===== src/rtl/lcd_pkg.sv =====
`default_nettype none
// +----------------------------------------------------------------------------+
// | Module      : lcd_pkg                                                      |
// | Description : HD44780 command bytes, state encoding and lookup helpers     |
// |               used by the character-LCD frame driver.                      |
// | Revision    : 1.0 - initial release                                        |
// +----------------------------------------------------------------------------+
package lcd_pkg;

   localparam logic [7:0] FUNC_SET  = 8'h38;
   localparam logic [7:0] DISP_OFF  = 8'h08;
   localparam logic [7:0] CLEAR     = 8'h01;
   localparam logic [7:0] DISP_ON   = 8'h0C;
   localparam logic [7:0] ENTRY     = 8'h06;
   localparam logic [7:0] SET_DDRAM = 8'h80;
   localparam logic [7:0] BLANK     = 8'h20;

   typedef enum logic [1:0] {
      ST_INIT = 2'd0,
      ST_WAIT = 2'd1,
      ST_ADDR = 2'd2,
      ST_CHAR = 2'd3
   } lcd_state_e;

   // DDRAM start address of each panel row (HD44780 4-line layout).
   function automatic logic [7:0] row_base(input logic [1:0] row);
      case (row)
         2'd0:    return 8'h00;
         2'd1:    return 8'h40;
         2'd2:    return 8'h14;
         default: return 8'h54;
      endcase
   endfunction

   // Command byte issued at each power-on init step.
   function automatic logic [7:0] init_cmd(input logic [2:0] step);
      case (step)
         3'd0, 3'd1, 3'd2, 3'd3: return FUNC_SET;
         3'd4:                   return DISP_OFF;
         3'd5:                   return CLEAR;
         3'd6:                   return DISP_ON;
         default:                return ENTRY;
      endcase
   endfunction

endpackage
`default_nettype wire


===== src/rtl/lcd_char_buffer.sv =====
`default_nettype none
// +----------------------------------------------------------------------------+
// | Module      : lcd_char_buffer                                              |
// | Description : DEPTH x 8 character register file, resets to blanks, one    |
// |               write port and one combinational read port.                  |
// | Revision    : 1.0 - initial release                                        |
// +----------------------------------------------------------------------------+
module lcd_char_buffer
   import lcd_pkg::*;
#(
   parameter int DEPTH = 32,
   parameter int AW    = 5
) (
   input  logic          clk_i,
   input  logic          rst_ni,
   input  logic          wr_en_i,
   input  logic [AW-1:0] wr_addr_i,
   input  logic [7:0]    wr_data_i,
   input  logic [AW-1:0] rd_addr_i,
   output logic [7:0]    rd_data_o
);

   logic [7:0] mem_q [DEPTH];

   // Cell storage: blank on reset, writes beyond the last cell are dropped.
   always_ff @(posedge clk_i or negedge rst_ni) begin
      if (!rst_ni) begin
         for (int i = 0; i < DEPTH; i++) begin
            mem_q[i] <= BLANK;
         end
      end else if (wr_en_i && (int'(wr_addr_i) < DEPTH)) begin
         mem_q[wr_addr_i] <= wr_data_i;
      end
   end

   // The refresh FSM only ever addresses valid cells.
   assign rd_data_o = mem_q[rd_addr_i];

endmodule
`default_nettype wire


===== src/rtl/lcd_frame_driver.sv =====
`default_nettype none
// +----------------------------------------------------------------------------+
// | Module      : lcd_frame_driver                                             |
// | Description : HD44780 driver: power-on init, then continuous refresh of a  |
// |               ROWS x COLS character buffer written by upstream logic.      |
// | Revision    : 1.0 - initial release                                        |
// +----------------------------------------------------------------------------+
module lcd_frame_driver
   import lcd_pkg::*;
#(
   parameter int ROWS     = 2,
   parameter int COLS     = 16,
   parameter int CLR_WAIT = 0,
   parameter int AW       = (ROWS * COLS > 1) ? $clog2(ROWS * COLS) : 1
) (
   input  logic          CLK_400Hz,
   input  logic          resetn,
   input  logic          hold,
   input  logic          reinit,
   input  logic          wr_en,
   input  logic [AW-1:0] wr_addr,
   input  logic [7:0]    wr_data,
   output logic          init_done,
   output logic          frame_done,
   output logic          LCD_ON,
   output logic          LCD_RW,
   output logic          LCD_RS,
   output logic          LCD_EN,
   output logic [7:0]    LCD_DATA
);

   localparam int RW = (ROWS > 1) ? $clog2(ROWS) : 1;
   localparam int CW = (COLS > 1) ? $clog2(COLS) : 1;
   localparam int WW = (CLR_WAIT > 0) ? $clog2(CLR_WAIT + 1) : 1;

   lcd_state_e    state_q, state_d;
   logic          phase_q, phase_d;        // 0 = phase H (EN high), 1 = phase L
   logic [2:0]    step_q, step_d;
   logic [RW-1:0] row_q, row_d;
   logic [CW-1:0] col_q, col_d;
   logic [WW-1:0] wait_q, wait_d;
   logic          en_q, en_d;
   logic          rs_q, rs_d;
   logic [7:0]    data_q, data_d;
   logic          init_done_q, init_done_d;
   logic          frame_done_q, frame_done_d;
   logic          reinit_pend_q, reinit_pend_d;

   logic [AW-1:0] cell_addr;
   logic [7:0]    cell_data;
   logic          reinit_now;

   assign cell_addr  = AW'(int'(row_q) * COLS + int'(col_q));
   assign reinit_now = reinit_pend_q | reinit;

   lcd_char_buffer #(
      .DEPTH (ROWS * COLS),
      .AW    (AW)
   ) u_buf (
      .clk_i     (CLK_400Hz),
      .rst_ni    (resetn),
      .wr_en_i   (wr_en),
      .wr_addr_i (wr_addr),
      .wr_data_i (wr_data),
      .rd_addr_i (cell_addr),
      .rd_data_o (cell_data)
   );

   // State, counters and all LCD-facing outputs are registered together.
   always_ff @(posedge CLK_400Hz or negedge resetn) begin
      if (!resetn) begin
         state_q       <= ST_INIT;
         phase_q       <= 1'b0;
         step_q        <= 3'd0;
         row_q         <= '0;
         col_q         <= '0;
         wait_q        <= '0;
         en_q          <= 1'b0;
         rs_q          <= 1'b0;
         data_q        <= 8'h00;
         init_done_q   <= 1'b0;
         frame_done_q  <= 1'b0;
         reinit_pend_q <= 1'b0;
      end else begin
         state_q       <= state_d;
         phase_q       <= phase_d;
         step_q        <= step_d;
         row_q         <= row_d;
         col_q         <= col_d;
         wait_q        <= wait_d;
         en_q          <= en_d;
         rs_q          <= rs_d;
         data_q        <= data_d;
         init_done_q   <= init_done_d;
         frame_done_q  <= frame_done_d;
         reinit_pend_q <= reinit_pend_d;
      end
   end

   // Sequencing: H drives a new byte, L drops EN and advances; reinit only acts at L.
   always_comb begin
      state_d       = state_q;
      phase_d       = phase_q;
      step_d        = step_q;
      row_d         = row_q;
      col_d         = col_q;
      wait_d        = wait_q;
      en_d          = en_q;
      rs_d          = rs_q;
      data_d        = data_q;
      init_done_d   = init_done_q;
      frame_done_d  = 1'b0;
      reinit_pend_d = reinit_pend_q | reinit;

      if (!hold) begin
         if (state_q == ST_WAIT) begin
            en_d = 1'b0;
            if (int'(wait_q) == CLR_WAIT - 1) begin
               state_d = ST_INIT;
               step_d  = 3'd6;
               wait_d  = '0;
            end else begin
               wait_d = wait_q + 1'b1;
            end
            if (reinit_now) begin
               state_d       = ST_INIT;
               step_d        = 3'd0;
               wait_d        = '0;
               init_done_d   = 1'b0;
               reinit_pend_d = 1'b0;
            end
         end else if (!phase_q) begin
            en_d    = 1'b1;
            phase_d = 1'b1;
            case (state_q)
               ST_INIT: begin
                  rs_d   = 1'b0;
                  data_d = init_cmd(step_q);
               end
               ST_ADDR: begin
                  rs_d   = 1'b0;
                  data_d = SET_DDRAM | row_base(2'(row_q));
               end
               default: begin
                  rs_d   = 1'b1;
                  data_d = cell_data;
               end
            endcase
         end else begin
            en_d    = 1'b0;
            phase_d = 1'b0;
            case (state_q)
               ST_INIT: begin
                  if (step_q == 3'd5 && CLR_WAIT != 0) begin
                     state_d = ST_WAIT;
                     wait_d  = '0;
                  end else if (step_q == 3'd7) begin
                     state_d     = ST_ADDR;
                     row_d       = '0;
                     init_done_d = 1'b1;
                  end else begin
                     step_d = step_q + 3'd1;
                  end
               end
               ST_ADDR: begin
                  state_d = ST_CHAR;
                  col_d   = '0;
               end
               default: begin
                  if (int'(col_q) == COLS - 1) begin
                     col_d   = '0;
                     state_d = ST_ADDR;
                     if (int'(row_q) == ROWS - 1) begin
                        row_d        = '0;
                        frame_done_d = 1'b1;
                     end else begin
                        row_d = row_q + 1'b1;
                     end
                  end else begin
                     col_d = col_q + 1'b1;
                  end
               end
            endcase
            if (reinit_now) begin
               state_d       = ST_INIT;
               step_d        = 3'd0;
               init_done_d   = 1'b0;
               reinit_pend_d = 1'b0;
            end
         end
      end
   end

   assign LCD_ON     = 1'b1;
   assign LCD_RW     = 1'b0;
   assign LCD_RS     = rs_q;
   assign LCD_EN     = en_q;
   assign LCD_DATA   = data_q;
   assign init_done  = init_done_q;
   assign frame_done = frame_done_q;

endmodule
`default_nettype wire


===== config.mk =====
export PLATFORM = sky130hd
export DESIGN_NAME = lcd_frame_driver
export DESIGN_NICKNAME = d
export VERILOG_FILES = /design/src/rtl/lcd_pkg.sv /design/src/rtl/lcd_char_buffer.sv /design/src/rtl/lcd_frame_driver.sv
export SDC_FILE = /design/constraint.sdc
export NUM_CORES = 1
export LEC_CHECK = 0
export BUFFER_PORTS_ARGS = -buffer_cell sky130_fd_sc_hd__clkbuf_2
export CAP_MARGIN = 20
export CORE_MARGIN = 1.5
export CORE_UTILIZATION = 35
export CTS_CLUSTER_DIAMETER = 60
export CTS_CLUSTER_SIZE = 40
export DETAILED_ROUTE_END_ITERATION = 8
export GPL_TIMING_DRIVEN = 1
export HOLD_SLACK_MARGIN = 0.03
export PLACE_DENSITY = 0.53
export SYNTH_ARGS = -nofsm -noshare
export SYNTH_HDL_FRONTEND = slang
export SYNTH_SLANG_ARGS = --single-unit

===== constraint.sdc =====
create_clock -name CLK_400Hz -period 3.9 [get_ports CLK_400Hz]
set_input_delay 0.195 -clock CLK_400Hz [delete_from_list [all_inputs] [get_ports CLK_400Hz]]
set_output_delay 0.195 -clock CLK_400Hz [all_outputs]
set_load 0.02 [all_outputs]

==> impl_results.md, run 1 <==
* Startpoint class of the critical path: flop
* Leak at around 6.3 nW
* CP Max Fanout at 29
* Post-Syn Instances at 928
* Largest net degree at the start of global routing at 87
* Setup WS post-layout at 1.24 ns
* Core region area at about 0.037 mm2
* Post-cts repair resize count at 0
* Cell family with most CP delay: compound AO/OA/AOI/OAI gates
* Reg clk slew, reported paths at around 0.08 ns
* Required time of the critical path at approximately 4.3 ns
* Worst setup EP type: flop
* Hold Buf Count CTS at 3
* Flops & latches, synth at 280
* DRT antenna net count at 0
* Synth warn at 0
* CTS tree: done
* CP peak stage delay at just over 0.8 ns
* Max Slew Vio Count at 0
* Gpl congestion at 0.794
* Mean Syn Cell Area at 14.2 um2
* DR pass1 iterations at 5
* Synth unique cells at 56
* DRC Markers at 0
* Sinks on Clock Net at 280
* Congestion Overflow GR at 0
* Seq/Total Area, Yosys at ~54%
* Period utilization at about two thirds
* Wirelength, routed at around 34000 um
* Worst-path cell chain: buf_4 > mux2_2 > a221oi_1 > a21oi_1 > a2111oi_0 > o21ai_0
* Die area at between 0.03 and 0.04 mm2
* Clk root buf: clkbuf_16
* Most frequent cell after synthesis: mux2_2
* I/O pins at 32
* Share of layout cells above drive strength 1 at between 40 and 50%
* Pre-CTS setup slack at between 1 and 1.5 ns
* Fillers at 3432
* Die H at roughly 200 um
* Vias in the first global route at ~8000
* Critical path class: flop to flop
* Status: finished clean
* Nets at slightly below 1000
* Main area contributors after synthesis: dfrtp_1, mux2_2, mux4_2, dfstp_2, clkbuf_1
* Max Freq at 376 MHz
* Syn nets at around 950
* Row cnt at 70
* Initial Util at approximately 36%
* Worst Skew at around 0.022 ns
* Most frequent cells after synthesis: mux2_2, dfrtp_1, clkbuf_1, nand2_1, mux4_2
* Hold Vio Cnt, Final at 0
* Initial antenna violation count at 0
* First-pass GRT wire length at approximately 53000 um
* EDFF count, synth at 0
* Depth of the most critical reg-to-reg path at 6
* Num CTS Buffers at 26
* Drt via density at between 5 and 6
* Hpwl dp at roughly 22000 um
* Total number of vias at roughly 7900
* Synth-to-layout area growth at 12.1%
* Pwr Density at between 500 and 600 mW/mm2
* IO Port Bufs at 29
* Top FF cell, synth: dfrtp_1
* Final-report setup violation count at 0
* Number of buffers on the longest clock path at 3
* Max-cap viol count at 0
* Clock latency on the worst-skew pair at 0.57 ns
* Fin cells at ~1400
* Leading area contributor after synthesis: dfrtp_1
* FFs w/ async S/R, synth at 100%
* Utilization after layout at approximately two fifths
* Final setup TNS at 0 ns
* CP max-delay cell: dfrtp_4
* Die X at roughly 200 um
* H-tree depth at 1
* Post-synthesis cell area at about 0.013 mm2
* Max VDD drop at 255 uV
* Share of the synthesized area in the top cell type at between 40% and 50%
* Final min period at 2.66 ns
* Crit. path cell count at 6
* GRT Total Usage at between 10% and 20%
* WP data arrival at 3.08 ns
* Cells after DPL at approximately 1400
* Worst hold path class: primary input to async pin
* Routed length per placed instance at 23.7 um
* Post-CTS Setup Inserts at 0
* Slew margin rel. at approximately 28%
* Drt initial violations at between 500 and 600
* RSZ-0062 raised after global routing: no
* Crit path buf inv count at 1
* Worst-margin pin slew at roughly 1.1 ns
==> worst paths after layout <==
path                                           endpoint                  from  slack, ns
max                             LCD_DATA[2]$_DFFE_PN0P_  col_q[0]$_DFFE_PN0P_       1.24
min                        u_buf.mem_q[211]$_DFFE_PN0P_                resetn       0.22
max reg2reg                     LCD_DATA[2]$_DFFE_PN0P_  col_q[0]$_DFFE_PN0P_       1.24
min reg2reg                          LCD_EN$_DFFE_PN0N_    LCD_EN$_DFFE_PN0N_       0.48
max in group asynchronous  u_buf.mem_q[245]$_DFFE_PN1P_                resetn       2.65
min in group CLK_400Hz      u_buf.mem_q[93]$_DFFE_PN1P_            wr_addr[2]       0.38
==> sequential cells by signal, summed over array words and instances (netlist names) <==
name,count
reinit_pend_q,1
LCD_EN,1
row_q,1
col_q,4
state_q,2
frame_done,1
u_buf.mem_q,256
phase_q,1
step_q,3
init_done,1
LCD_RS,1
LCD_DATA,8
==> through the flow <==
stage	instance area (um2)	hold WS (ns)	power, mW
detailed placement	13800	0.275	4.92
CTS	14700	0.261	7.67
finish	14800	0.218	7.59
floorplan	13200	-0.101	4.52
global placement	13800	0.271	4.88
global route	14800	0.282	7.95
==> logic make-up (layout without fill, tap and decap cells) <==
| group | after synthesis | count (layout) | share of synthesized area (%) |
|---|---|---|---|
| AOI/OAI and AO/OA | 84 | 84 | 4.35 |
| other | 2 | 3 | 0.0570 |
| adders and majority gates | 7 | 7 | 0.665 |
| and+or+nand+nor | 131 | 131 | 4.84 |
| buffers and inverters | 71 | 104 | 2.42 |
| DFF | 280 | 280 | 53.5 |
| muxes | 353 | 353 | 34.2 |
==> report_power, final <==
part / total (mW) / switching [mW] / internal [mW]
combinational: 1.08 / 0.460 / 0.622
clock: 2.74 / 1.30 / 1.44
sequential: 3.77 / 0.286 / 3.49
total: 7.59 / 2.05 / 5.54
==> layout make-up <==
cell class                 count  area, um2  area share (%)
inverter                       6       22.5           0.153
clock buffer                  29        703            4.76
antenna                        1       2.50          0.0170
sequential                   280       7050            47.8
timing repair buffer          50        362            2.45
multi-input combinational    577       5800            39.3
clock inverter                19        229            1.55
tap                          468        586            3.97
==> worst register-to-register path, cell delays in order (launching register included) <==
cell and delay [ns]:
dfrtp_4 0.82, buf_4 0.34, mux2_2 0.35, a221oi_1 0.29, a21oi_1 0.17, a2111oi_0 0.41
o21ai_0 0.13
==> placed cells by master (no fill, tap or decap), types with 4 or more instances in the layout <==
cell type,netlist,final
nand2_1,45,45
nand2b_1,5,5
a221oi_1,12,12
o21ai_0,27,27
a21oi_1,12,12
clkbuf_2,0,28
clkbuf_16,0,27
mux4_2,43,43
nand3_1,17,17
mux2_2,288,288
nor2b_1,6,6
nor3_1,8,8
nor3b_1,6,6
buf_4,2,14
dfrtp_1,248,246
inv_1,4,4
a22oi_1,5,5
ha_1,7,7
nor2_2,4,4
clkinv_8,0,6
nand3b_1,5,5
nor2_1,23,23
mux2i_1,17,17
mux4_1,4,4
dfstp_2,32,32
==> layer usage <==
layer / wire length [um] / up-vias / global-route usage [%]
met5: 0 / - / 0
met4: 665 / 0 / 3.93
met3: 1460 / 43 / 3.18
met2: 15400 / 148 / 27.5
met1: 16500 / 4244 / 27.1
li1: - / 3468 / -
(Power assumes the default switching activity.)
==> run 2, diff against run 1 <==
- clock period: 3.9 -> 2.5 ns (I/O delays scaled with it)
==> run 2 against run 1 <==
Combinational power grew 59%. Critical endpoint unchanged. Highest routed layer is now met5. First-iteration DRC count shrank 26%. Critical path type unchanged. Sequential share of layout area shrank 1.1 points.
==> impl_results.md, run 2 (same netlist as run 1, synthesis figures left out) <==
* Clock latency on the worst-skew pair at between 0.5 and 0.6 ns
* Nets at 993
* Fin cells at around 1500
* Max VDD drop at approximately 550 uV
* DRT antenna net count at 0
* Max Freq at 423 MHz
* Clk root buf: clkbuf_16
* H-tree depth at 1
* Commonest non-fill, non-tap cell in the layout: mux2_2
* Initial antenna violation count at 5
* CP Max Fanout at 21
* Hold Vio Cnt, Final at 0
* Reg clk slew, reported paths at roughly 0.070 ns
* Final-report setup violation count at 0
* Post-CTS Setup Inserts at 0
* Hold Buf Count CTS at 3
* Final setup TNS at 0 ns
* Max Slew Vio Count at 0
* Cells after DPL at between 1000 and 1500
* Vias in the first global route at roughly 8300
* DRC Markers at 0
* Leak at around 6.5 nW
* Slew margin rel. at 38.6%
* Die X at between 150 and 200 um
* Drt via density at 5.46
* Routed length per placed instance at ~24 um
* Initial Util at 35.8%
* CTS tree: done
* Core region area at between 0.03 and 0.04 mm2
* RSZ-0062 raised after global routing: no
* Synth-to-layout area growth at 14.7%
* Final min period at 2.36 ns
* Row cnt at 70
* Utilization after layout at between 40% and 50%
* Wirelength, routed at approximately 35000 um
* Worst Skew at ~0.020 ns
* DR pass1 iterations at 4
* Gpl congestion at around 0.80
* Number of buffers on the longest clock path at 3
* Die area at 0.0388 mm2
* Worst-path cell chain: buf_12 > mux4_2 > nand2_1 > a21oi_1 > a2111oi_0 > o21ai_0
* WP data arrival at 2.79 ns
* CP peak stage delay at around 0.7 ns
* Pwr Density at between 800 and 900 mW/mm2
* Worst setup EP type: flop
* Period utilization at approximately 94%
* Hpwl dp at 23100 um
* Required time of the critical path at between 2 and 3 ns
* Largest net degree at the start of global routing at 65
* Setup WS post-layout at ~0.14 ns
* Share of layout cells above drive strength 1 at about half
* First-pass GRT wire length at about 54000 um
* Pre-CTS setup slack at ~0.16 ns
* Most frequent cells in the layout: mux2_2, dfrtp_1, nand2_1
* Total number of vias at between 7000 and 8000
* GRT Total Usage at a little under a fifth
* Congestion Overflow GR at 0
* Max reg flops at about 260
* Die H at 197 um
* I/O pins at 32
* Startpoint class of the critical path: flop
* Top reg by flops: u_buf.mem_q
* Max-cap viol count at 0
* Worst-margin pin slew at roughly 0.9 ns
* Critical path class: flop to flop
* Fillers at 3463
* IO Port Bufs at 29
* Worst hold path class: primary input to async pin
* Status: finished clean
* Post-cts repair resize count at 0
* Num CTS Buffers at 29
* CP max-delay cell: dfrtp_4
* Sinks on Clock Net at 280
* Drt initial violations at ~380
run 2: cell types whose count changed in the layout (fill, tap and decap cells not counted):
cell	change
clkinv_4	+1
clkbuf_1	+1
buf_4	+19
bufinv_16	+2
buf_12	+6
clkinv_8	-3
inv_8	-1
buf_6	-1
inv_6	+3
clkbuf_16	+2
run 2: per-stage QoR:
step,area [um2],power [mW],hold WS (ns)
floorplan,13200,7.04,-0.171
global placement,14000,7.67,0.123
detailed placement,14000,7.72,0.124
CTS,15100,12.4,0.127
global route,15100,12.8,0.144
finish,15100,12.2,0.120
run 2: final cells by class:
| cell class | instances | area, um2 | share of cell area (%) |
|---|---|---|---|
| flip-flops and latches | 280 | 7050 | 46.7 |
| multi-input cells | 577 | 5800 | 38.4 |
| clock buffers | 32 | 757 | 5.01 |
| repair buffers | 74 | 613 | 4.06 |
| well taps | 468 | 586 | 3.88 |
| clock inverters | 21 | 264 | 1.75 |
| inverters | 6 | 22.5 | 0.149 |
| diodes | 1 | 2.50 | 0.0166 |
run 2: final timing paths:
kind                                       from                            to  slack [ns]  depth (start not counted)
max                        col_q[0]$_DFFE_PN0P_       LCD_DATA[2]$_DFFE_PN0P_        0.14                          6
min                                      resetn  u_buf.mem_q[208]$_DFFE_PN0P_        0.12                          2
max reg2reg                col_q[0]$_DFFE_PN0P_       LCD_DATA[2]$_DFFE_PN0P_        0.14                          6
min reg2reg                  LCD_EN$_DFFE_PN0N_            LCD_EN$_DFFE_PN0N_        0.49                          2
max in group asynchronous                resetn  u_buf.mem_q[237]$_DFFE_PN1P_        1.59                          3
min in group CLK_400Hz               wr_addr[2]   u_buf.mem_q[78]$_DFFE_PN0P_        0.25                          4
run 2: power by group:
group,internal (mW),switching (mW),leakage (nW)
sequential,5.44,0.464,3.51
clock,2.58,2.05,0.492
combinational,0.983,0.738,2.48
total,9.00,3.25,6.49
run 2: critical path, delay by kind of cell (launching register included):
kind	cells	cell delay, ns
compound gates	3	0.64
buf+inv	1	0.26
flops	1	0.68
mux	1	0.55
simple gates	1	0.09
run 2: metal layers:
metal | global-route usage (%) | vias to the layer above | wire, um
met5 | 0 | - | 52
met2 | 29.0 | 140 | 15800
met3 | 3.90 | 53 | 1560
li1 | - | 3529 | -
met1 | 26.2 | 4242 | 16300
met4 | 4.72 | 8 | 855
==> run 3, diff against run 2 <==
- CORE_UTILIZATION: 35 -> 45
- PLACE_DENSITY: 0.53 -> 0.64
==> run 3 against run 2 <==
First-iteration DRC count rose by 61%. Combinational power fell by 2%. Non-clock buffer count rose by 7. Largest cell class unchanged.
==> impl_results.md, run 3 (same netlist as run 1, synthesis figures left out) <==
* Status: finished clean
* Period utilization at a little over nine tenths
* Comb pwr share at 14.4%
* Commonest non-fill, non-tap cell in the layout: mux2_2
* Clock power share at between 30% and 40%
* Number of buffers on the longest clock path at 3
* Drt initial violations at 610
* Core region area at between 0.02 and 0.03 mm2
* Die H at approximately 170 um
* DRC Markers at 0
* First-pass GRT wire length at roughly 51000 um
* H-tree depth at 1
* Final min period at between 2 and 2.5 ns
* Top reg by flops: u_buf.mem_q
* Worst-margin pin slew at around 0.84 ns
* Sw Ratio at between 20% and 30%
* IO Port Bufs at 29
* Nets at 998
* Initial Util at 45.8%
* Startpoint class of the critical path: flop
* Worst Skew at approximately 0.011 ns
* Wirelength, routed at around 33000 um
* Fin cells at 1377
* Cells after DPL at 1318
* Largest net degree at the start of global routing at 87
* Leak at ~6.4 nW
* Die X at around 170 um
* WP data arrival at about 2.8 ns
* Hpwl dp at between 20000 and 25000 um
* Share of layout cells above drive strength 1 at 50.6%
* Worst setup EP type: flop
* Max reg flops at about 260
* Fillers at roughly 2400
* CTS tree: done
* I/O pins at 32
* Sequential Power Share at around 51%
* Max Freq at between 400 and 500 MHz
* Gpl congestion at around 0.83
* Internal power at approximately 8.7 mW
* Synth-to-layout area growth at 12.8%
* Critical path class: flop to flop
* DRT antenna net count at 0
* Num CTS Buffers at 27
* GRT Total Usage at 22.3%
* Row cnt at between 60 and 70
* Clock latency on the worst-skew pair at 0.54 ns
* Max VDD drop at 493 uV
* P_sw at ~3.0 mW
* DR pass1 iterations at 5
* CP Max Fanout at 17
* Drt via density at about 6
* Total number of vias at between 8000 and 9000
* Slew margin rel. at between 40 and 50%
* Most frequent cells in the layout: mux2_2, dfrtp_1, nand2_1, buf_4, mux4_2
* Initial antenna violation count at 0
* Sinks on Clock Net at 280
* Routed length per placed instance at between 20 and 25 um
* Final-report setup violation count at 0
* Ant diodes at 0
* Final setup TNS at 0 ns
* Die area at 0.0303 mm2
* Max Slew Vio Count at 0
* Worst hold path class: primary input to async pin
* Clk root buf: clkbuf_16
* RSZ-0062 raised after global routing: no
* Required time of the critical path at ~2.9 ns
* Reg clk slew, reported paths at around 0.060 ns
* Max-cap viol count at 0
* Hold Vio Cnt, Final at 0
* Pwr Density at ~790 mW/mm2
* Vias in the first global route at 8289
* Congestion Overflow GR at 0
==> run 3: cell types whose count changed in the layout (fill, tap and decap cells not counted), sizes merged <==
cell	change
bufinv	-1
inv	-3
clkinv	+4
buf	+7
diode	-1
clkbuf	-4
==> run 3: layer usage <==
layer	part of all wire, %	track usage (%)	wire length (um)
met2	45	33.9	14800
met5	0	0	0
met1	48	33.5	15700
met4	2.4	5.64	771
met3	4.6	3.26	1520
==> run 3: cell type report <==
class	count	area, um2	share of cell area [%]
clock inverters	21	214	1.44
flip-flops and latches	280	7050	47.5
well taps	384	480	3.23
repair buffers	81	603	4.06
clock buffers	28	679	4.57
multi-input cells	577	5800	39.1
inverters	6	22.5	0.152
==> run 3: path summary, 6_finish.rpt <==
check	cells after the start	from	end	slack, ns
max reg2reg	5	col_q[0]$_DFFE_PN0P_	LCD_DATA[7]$_DFFE_PN0P_	0.11
max in group asynchronous	3	resetn	u_buf.mem_q[13]$_DFFE_PN1P_	1.44
min	2	resetn	u_buf.mem_q[204]$_DFFE_PN0P_	0.18
min reg2reg	2	LCD_EN$_DFFE_PN0N_	LCD_EN$_DFFE_PN0N_	0.48
max	5	col_q[0]$_DFFE_PN0P_	LCD_DATA[7]$_DFFE_PN0P_	0.11
min in group CLK_400Hz	4	wr_addr[4]	u_buf.mem_q[27]$_DFFE_PN0P_	0.36
==> run 3: power groups by stage <==
stage	logic [mW]	clock network (mW)	registers (mW)
CTS	1.70	4.22	5.91
global placement	1.64	0	5.97
detailed placement	1.69	0	5.99
floorplan	1.22	0	5.82
global route	1.83	4.39	6.02
finish	1.68	4.11	5.92
==> run 3: repair_timing <==
item / in CTS / in global routing
hold buffers: 3 / 0
hold endpoints to repair: 89 / 0
buffers inserted: 0 / 7
gates resized for setup: 0 / 1
setup endpoints to repair: 0 / 2
==> run 3: through the flow <==
step           power, mW  setup WS, ns  hold WS, ns  util, %  cell area [um2]
2_1_floorplan       7.04         0.390       -0.171        -            13200
3_3_place_gp        7.61         0.161        0.197     48.2            13900
3_5_place_dp        7.68         0.144        0.188     48.2            13900
4_1_cts             11.8         0.150        0.223     51.4            14800
5_1_grt             12.2        0.0590        0.265     51.6            14900
6_report            11.7         0.108        0.183     51.6            14900
==> run 3: critical path, stage by stage, from the launching register on <==
cell and delay [ns]:
dfrtp_4 0.61, buf_4 0.17, mux4_2 0.54, mux4_2 0.47, a32o_1 0.30, a31o_1 0.18
